[src/rtl/cuca_pkg.sv]
// cuca_pkg: definitions shared between the CPU and its bus peripherals.
//   BITW              default bus / word width
//   RW_READ/RW_WRITE  encoding of the rw command bit
//   ram_state_t       states of the burst RAM controller
package cuca_pkg;

  localparam int BITW = 8;

  localparam logic RW_READ  = 1'b1;
  localparam logic RW_WRITE = 1'b0;

  typedef enum logic [1:0] {
    STATE_CLEAR       = 2'd0,
    STATE_IDLE        = 2'd1,
    STATE_READ_RESULT = 2'd2,
    STATE_WRITE_DATA  = 2'd3
  } ram_state_t;

endpackage

[src/rtl/ram_array.sv]
// ram_array: single-port word storage for ram_burst.
//   clock  rising-edge clock
//   we     write enable; wdata is stored at addr on the edge
//   addr   word address shared by read and write (must be < DEPTH)
//   wdata  write data
//   rdata  registered read data: mem[addr] as seen before the edge
// The array carries no reset; its contents are initialised by the
// controller's clear sweep.
module ram_array #(
  parameter  int BITW   = 8,
  parameter  int DEPTH  = 256,
  localparam int ADDR_W = $clog2(DEPTH)
) (
  input  logic              clock,
  input  logic              we,
  input  logic [ADDR_W-1:0] addr,
  input  logic [BITW-1:0]   wdata,
  output logic [BITW-1:0]   rdata
);

  logic [BITW-1:0] mem_q [DEPTH];
  logic [BITW-1:0] rdata_q;

  // Storage write and synchronous read of the addressed word.
  always_ff @(posedge clock) begin
    if (we) begin
      mem_q[addr] <= wdata;
    end
    rdata_q <= mem_q[addr];
  end

  assign rdata = rdata_q;

endmodule

[src/rtl/ram_burst.sv]
// ram_burst: burst-capable RAM on the shared CPU data bus.
//   clock      rising-edge clock
//   reset      asynchronous active-high reset; starts the clear sweep
//   enable     command strobe in IDLE, beat strobe during a burst
//   rw         command direction (RW_READ / RW_WRITE), sampled with the command
//   burst_len  beats minus one, sampled with the command
//   bus_in     address on the command cycle, write data on write beats
//   bus_out    read data
//   bus_drive  high while bus_out carries valid read data (tristate enable)
//   busy       high while the memory is being cleared; commands ignored
//   err        one-cycle pulse after a command addressing beyond DEPTH
module ram_burst #(
  parameter  int BITW    = cuca_pkg::BITW,
  parameter  int DEPTH   = 256,
  parameter  int BURST_W = 4,
  localparam int ADDR_W  = $clog2(DEPTH)
) (
  input  logic               clock,
  input  logic               reset,
  input  logic               enable,
  input  logic               rw,
  input  logic [BURST_W-1:0] burst_len,
  input  logic [BITW-1:0]    bus_in,
  output logic [BITW-1:0]    bus_out,
  output logic               bus_drive,
  output logic               busy,
  output logic               err
);

  import cuca_pkg::*;

  if (ADDR_W > BITW) begin : g_addr_w_check
    $error("ram_burst: ADDR_W (%0d) must not exceed BITW (%0d)", ADDR_W, BITW);
  end

  localparam logic [ADDR_W-1:0] LAST_ADDR = ADDR_W'(DEPTH - 1);
  localparam logic [BITW:0]     DEPTH_W   = (BITW + 1)'(DEPTH);

  // Bursts wrap at DEPTH, which need not be a power of two.
  function automatic logic [ADDR_W-1:0] addr_inc(input logic [ADDR_W-1:0] a);
    if (a == LAST_ADDR) begin
      return '0;
    end else begin
      return a + ADDR_W'(1);
    end
  endfunction

  ram_state_t         state_q, state_d;
  logic [ADDR_W-1:0]  addr_q, addr_d;
  logic [ADDR_W-1:0]  ptr_q, ptr_d;
  logic [BURST_W-1:0] count_q, count_d;
  logic               drive_q, drive_d;
  logic               busy_q, busy_d;
  logic               err_q, err_d;
  logic [BITW-1:0]    hold_q, hold_d;

  logic               mem_we_s;
  logic [ADDR_W-1:0]  mem_addr_s;
  logic [BITW-1:0]    mem_wdata_s;
  logic [BITW-1:0]    mem_rdata_s;
  logic               cmd_oor_s;
  logic [ADDR_W-1:0]  cmd_addr_s;

  // The range check uses every bus bit, not only the address slice.
  assign cmd_oor_s  = ({1'b0, bus_in} >= DEPTH_W);
  assign cmd_addr_s = bus_in[ADDR_W-1:0];

  ram_array #(
    .BITW  (BITW),
    .DEPTH (DEPTH)
  ) u_array (
    .clock (clock),
    .we    (mem_we_s),
    .addr  (mem_addr_s),
    .wdata (mem_wdata_s),
    .rdata (mem_rdata_s)
  );

  // Next-state, array port mux and output next values.
  always_comb begin
    state_d     = state_q;
    addr_d      = addr_q;
    ptr_d       = ptr_q;
    count_d     = count_q;
    drive_d     = drive_q;
    err_d       = 1'b0;
    hold_d      = hold_q;
    mem_we_s    = 1'b0;
    mem_addr_s  = addr_q;
    mem_wdata_s = bus_in;

    case (state_q)
      STATE_CLEAR: begin
        mem_we_s    = 1'b1;
        mem_addr_s  = ptr_q;
        mem_wdata_s = '0;
        if (ptr_q == LAST_ADDR) begin
          ptr_d   = '0;
          state_d = STATE_IDLE;
        end else begin
          ptr_d = ptr_q + ADDR_W'(1);
        end
      end

      STATE_IDLE: begin
        // Read the command address speculatively so a read command has
        // its data on the bus one cycle later; out-of-range addresses
        // are steered to a legal word.
        mem_addr_s = cmd_oor_s ? '0 : cmd_addr_s;
        if (enable) begin
          addr_d  = cmd_addr_s;
          count_d = burst_len;
          if (cmd_oor_s) begin
            err_d = 1'b1;
          end else if (rw == RW_READ) begin
            state_d = STATE_READ_RESULT;
            drive_d = 1'b1;
          end else begin
            state_d = STATE_WRITE_DATA;
          end
        end else begin
          state_d = STATE_IDLE;
        end
      end

      STATE_READ_RESULT: begin
        // A stall re-reads the presented word so rdata stays put.
        if (enable) begin
          if (count_q == '0) begin
            state_d = STATE_IDLE;
            drive_d = 1'b0;
            hold_d  = mem_rdata_s;
          end else begin
            count_d    = count_q - BURST_W'(1);
            addr_d     = addr_inc(addr_q);
            mem_addr_s = addr_inc(addr_q);
          end
        end else begin
          mem_addr_s = addr_q;
        end
      end

      STATE_WRITE_DATA: begin
        if (enable) begin
          mem_we_s = 1'b1;
          addr_d   = addr_inc(addr_q);
          if (count_q == '0) begin
            state_d = STATE_IDLE;
          end else begin
            count_d = count_q - BURST_W'(1);
          end
        end else begin
          mem_we_s = 1'b0;
        end
      end

      default: begin
        state_d = STATE_CLEAR;
        ptr_d   = '0;
        drive_d = 1'b0;
      end
    endcase

    busy_d = (state_d == STATE_CLEAR);
  end

  // Controller state and output registers.
  always_ff @(posedge clock or posedge reset) begin
    if (reset) begin
      state_q <= STATE_CLEAR;
      addr_q  <= '0;
      ptr_q   <= '0;
      count_q <= '0;
      drive_q <= 1'b0;
      busy_q  <= 1'b1;
      err_q   <= 1'b0;
      hold_q  <= '0;
    end else begin
      state_q <= state_d;
      addr_q  <= addr_d;
      ptr_q   <= ptr_d;
      count_q <= count_d;
      drive_q <= drive_d;
      busy_q  <= busy_d;
      err_q   <= err_d;
      hold_q  <= hold_d;
    end
  end

  // While driving, the array's own read register is the data source;
  // otherwise the last delivered word (or zero after reset) is shown.
  assign bus_out   = drive_q ? mem_rdata_s : hold_q;
  assign bus_drive = drive_q;
  assign busy      = busy_q;
  assign err       = err_q;

endmodule
[config.mk]
export PLATFORM = sky130hd
export DESIGN_NAME = ram_burst
export DESIGN_NICKNAME = d
export VERILOG_FILES = /design/src/rtl/cuca_pkg.sv /design/src/rtl/ram_array.sv /design/src/rtl/ram_burst.sv
export SDC_FILE = /design/constraint.sdc
export NUM_CORES = 2
export LEC_CHECK = 0
export BUFFER_PORTS_ARGS = -buffer_cell sky130_fd_sc_hd__buf_4
export CORE_UTILIZATION = 30
export DETAILED_ROUTE_END_ITERATION = 8
export GPL_TIMING_DRIVEN = 0
export HOLD_SLACK_MARGIN = 0.06
export PLACE_DENSITY_LB_ADDON = 0.05
export SYNTH_ARGS = -nofsm -noshare
export SYNTH_HDL_FRONTEND = slang
export SYNTH_SLANG_ARGS = --single-unit
[constraint.sdc]
create_clock -name clock -period 15 [get_ports clock]
set_clock_uncertainty 0.2 [all_clocks]
set_input_delay 4.5 -clock clock [delete_from_list [all_inputs] [get_ports clock]]
set_output_delay 4.5 -clock clock [all_outputs]
set_load 0.05 [all_outputs]
Word level (Yosys, flattened, before mapping)
Memory sizes are Yosys's and may differ from the RTL's. A register that Yosys moved wholly into a read port is not among the register bits.
Cells that the tools add are included.

word-level totals
  ROM bits = 0
  latch bits = 0
  bits in writable memories = 2,048
  input port bits = 16
  memories kept = 1
  output and inout port bits = 11
  flip-flop bits (word level) = 32

memory list
  name           depth  bits a word  read ports  clocked after memory_dff  write ports  RTL line         text
  u_array.mem_q  256    8            1           1                         1            ram_array.sv:21  logic [BITW-1:0] mem_q [DEPTH];

operators by class
  eq/ne operators = 12
  muxes and demuxes = 29
  multiply operators = 0
  add/subtract/negate cells = 3
  order comparisons = 0
  reduce and logical (&&, ||, !) cells = 11
  div/mod/pow operators = 0
  shift operators = 0
  bitwise operators = 0

operators by type and width
  operator               number
  $mux W8                8
  $pmux W8 S3            2
  $add A8 B1 Y8 const B  2
  $eq A8 B8 Y1 const B   2
  $mux W4                3
  $ne A2 B2 Y1 const B   6
  $mux W1                8
  $mux W2                4
  $pmux W4 S2            1
  $pmux W2 S3            1
  $reduce_and A3 Y1      2
  $reduce_and A5 Y1      1
  $eq A2 B2 Y1 const B   2
  $logic_not A2 Y1       2
  $logic_not A4 Y1       1
  $pmux W1 S2            2
  $reduce_and A4 Y1      1
  $reduce_bool A2 Y1     2
  $sub A4 B1 Y4 const B  1
  $reduce_bool A3 Y1     1
  $eq A2 B1 Y1 const B   1
  $ne A2 B1 Y1 const B   1
  $reduce_or A2 Y1       1

Longest topological paths before layout
  depth in word-level cells = 5
  depth in mapped cells = 17
  gate-level depth less buffers = 12

Hierarchy
Synthesis repeated with hierarchy kept, for this count alone.

unflattened totals
  cell total of the unflattened synthesis = 3,806
  area total of the unflattened synthesis = 80,766.2 um^2

by module, submodules not included
  module     area an instance (um^2)  cells an instance  instances
  ram_array  78,492.8                 3,547              1
  ram_burst  2,273.4                  259                1

Worst setup path after synthesis
OpenSTA, ideal clock, no wires.

  path type = input to register
  start = in bus_in[0]
  end = mem u_array.mem_q[0][0] (data pin)
  slack = 2.709 ns
  cell stages on the path = 1
  arrival = 10.645 ns
  data required time = 13.354 ns
  library setup time = 1.446 ns
  buffers on the path = 0
  cells stage by stage = nor2b_1

on the way
  word-level cells in the longest chain between the ends = 1

ends and longest elaborated chain
  what         RTL line         text
  from (decl)  ram_burst.sv:23  input logic [BITW-1:0] bus_in,
  $mux W8      ram_burst.sv:92  case (state_q)
  to (decl)    ram_array.sv:21

Every way passes these cells.

Final worst setup path
  start = in enable
  end = mem u_array.mem_q[162][2] (enable)

on the way
  word-level cells in the longest chain between the ends = 4
  elaborated cells between the ends (all ways) = 6
  classes of those cells = mux (6)

ends and longest elaborated chain
  what                           RTL line          text
  from (decl)                    ram_burst.sv:20   input logic enable,
  $mux W1                        ram_burst.sv:144  if (enable) begin
  $pmux W1 S2                    ram_burst.sv:92
  $mux W1                        ram_array.sv:26   if (we) begin
  $mux W1 (implied by the code)  ram_array.sv:27   mem_q[addr] <= wdata;

Parallel ways exist; a longest one is shown, timed or not.

==> run summary <==
Core Rows - 193
Yosys warning total - 0
GP Congestion - 0.9139
Die ar. - 279900 um^2
max_cap viols - 3
largest net degree at the start of global routing - 44
Final min period - 10.23 ns
initial core utilization - 30.16%
WL per Instance - 35.85 um
Post-synth EDFFs - 2048
R2R Setup Slk - 7.49 ns
Vias - 55620
Placement Setup Slack - 4.073 ns
Pre-antenna DRT Iters - 6
CTS resizes - 0
CP required - 15.31 ns
startpoint types - primary input
unrepaired setup endpoints after global routing - no
Slew headroom - -1.023%
vias in the first global route - 53030
DR iter-0 viols - 7604
Hold Fails Final Rpt - 0
status - finished with violations
Setup Buffers After CTS - 0
TritonCTS buffer count - 241
prevailing post-synth register cell - edfxtp_1
Final Max Tran Viols - 2
Fin Setup TNS - 0 ns
Slew @ Worst Pin - 1.501 ns
Post-Route WL - 368.9 mm
Multi-input gate area - 18820 um^2
Fillers - 27030
Die Width - 529.0 um
register area - 62460 um^2
IO Port Bufs - 25
number of remaining DRC errors - 0
Sink Count - 2088
Seq/Total Area, Yosys - 74.96%
global-route wire length before repair - 488.3 mm
Layout area overhead - 16.90%
layout cell share with drive strength beyond 1 - 11.10%
Post-synth ARST share - 1.533%
fin crit share - 68.23%
cells after synthesis - 6016
Arrival @ worst endpoint - 10.55 ns
Worst Path Max Fanout - 13
post-synthesis average cell area - 13.85 um^2
Hold Buf Count CTS - 0
area leader, netlist - edfxtp_1
Die Span Y - 529.0 um
FMAX - 0.09771 GHz
layout net count - 6390
most frequent cells after synthesis - 2048 x edfxtp_1, 1450 x nand2_1, 429 x nand3_1
# setup viols final - 0
critical path class - in2reg
area of the mapped netlist - 83320 um^2
CTS tree - done
gr usage total - 25.95%
clk slew on worst S/H paths - 0.06 ns
Synth area leaders - edfxtp_1 74%, nand2_1 6.5%, mux2i_1 3.1%
post-route worst setup slack - 4.765 ns
count leader, synth - edfxtp_1
failing checks - capacitance limit, slew limit
clock buffer depth - 4
Syn Nets - 6039
Yosys cell types - 68
antenna-violating nets left - 0
CTS root buffer - clkbuf_16
Ports - 27
initial antenna violation count - 53
Yosys reg bits - 2088
crit end category - flop
CTS HTree Levels - 4
routed vias/inst - 5.405
core box area - 276300 um^2
type of the worst min-delay path - reg2reg
HPWL Detailed - 263.7 mm
Synth top area share - 73.81%
grt ovf - 0
Clock Latency Late Sink - 0.90 ns
-- sequential cells by signal (all words and copies together), names as in the netlist --
| name | cells |
|---|---|
| u_array.mem_q | 2048 |
| addr_q | 8 |
| hold_q | 8 |
| ptr_q | 8 |
| u_array.rdata | 8 |
| count_q | 4 |
| state_q | 2 |
| bus_drive | 1 |
| busy | 1 |
-- metrics by stage --
| stage | util (%) | instance area [um^2] | hold WS (ns) | instances |
|---|---|---|---|---|
| floorplan | - | 83320 | 0.2581 | 6016 |
| global placement | 31.91 | 88150 | 0.2701 | 9746 |
| detailed placement | 32.58 | 90000 | 0.2780 | 9829 |
| CTS | 35.24 | 97360 | 0.2943 | 10270 |
| global route | 35.24 | 97360 | 0.3145 | 10280 |
| finish | 35.26 | 97400 | 0.2918 | 10290 |
-- path summary, 6_finish.rpt --
path	start	to	depth (start not counted)
max reg2reg	state_q[0]	u_array.mem_q[104][5]	12
max	enable	u_array.mem_q[162][2]	11
min in group asynchronous	reset	hold_q[2]	2
min	u_array.rdata[7]	hold_q[7]	1
min reg2reg	u_array.rdata[7]	hold_q[7]	1
max in group asynchronous	reset	hold_q[4]	3
-- logic make-up (layout without fill, tap and decap cells) --
kind of cell	after synthesis	in the layout	share of synthesized area, %
XOR/XNOR	7	7	0.07358
AND/OR/NAND/NOR	2371	2371	11.89
adder cells (fa/ha/maj)	7	7	0.1051
multiplexers	276	276	3.340
other	1	18	0.004500
flip-flops	2088	2088	74.96
buffers and inverters	431	984	2.550
AO/OA/AOI/OAI	835	835	7.073
-- cell type report --
class | count | share of cell area (%)
timing repair buffer | 108 | 1.987
tap | 3705 | 4.759
clock buffer | 321 | 6.596
multi-input combinational | 3497 | 19.32
buffer | 419 | 2.153
inverter | 12 | 0.04624
antenna | 17 | 0.04367
clock inverter | 124 | 0.9673
sequential | 2088 | 64.13
-- layer usage --
layer | global-route usage [%] | part of all wire [%] | wire (um)
met3 | 4.905 | 7.8 | 28900
met1 | 36.79 | 44 | 163100
met2 | 39.14 | 44 | 161000
met5 | 0 | 0.019 | 71
met4 | 9.903 | 4.3 | 15830
-- worst max-delay path, stage by stage --
cell and delay [ns]:
buf_4 0.14, buf_2 0.23, nand2_1 0.12, a31oi_1 0.70
nand2_1 0.16, buf_2 0.40, nor2_1 1.05, clkbuf_1 0.77
nand2_1 0.75, buf_2 0.70, nor2_1 0.94
-- placed cells by master (no fill, tap or decap), drive strengths merged, types with 18 or more instances in the layout --
cell type  Yosys  final
a211oi        18     18
a21oi        240    240
a221oi        99     99
a31oi         99     99
a32oi        214    214
and3          37     37
buf          265    373
clkbuf       154    475
clkinv         0    102
dfrtp         31     31
edfxtp      2048   2048
inv           12     18
mux2i        260    260
nand2       1450   1450
nand3        429    429
nand4         58     58
nor2         292    292
nor3          52     52
o21ai         63     63
Power is not shown: default switching activity piles up to over one toggle a cycle in this logic, so the estimate is an artifact.
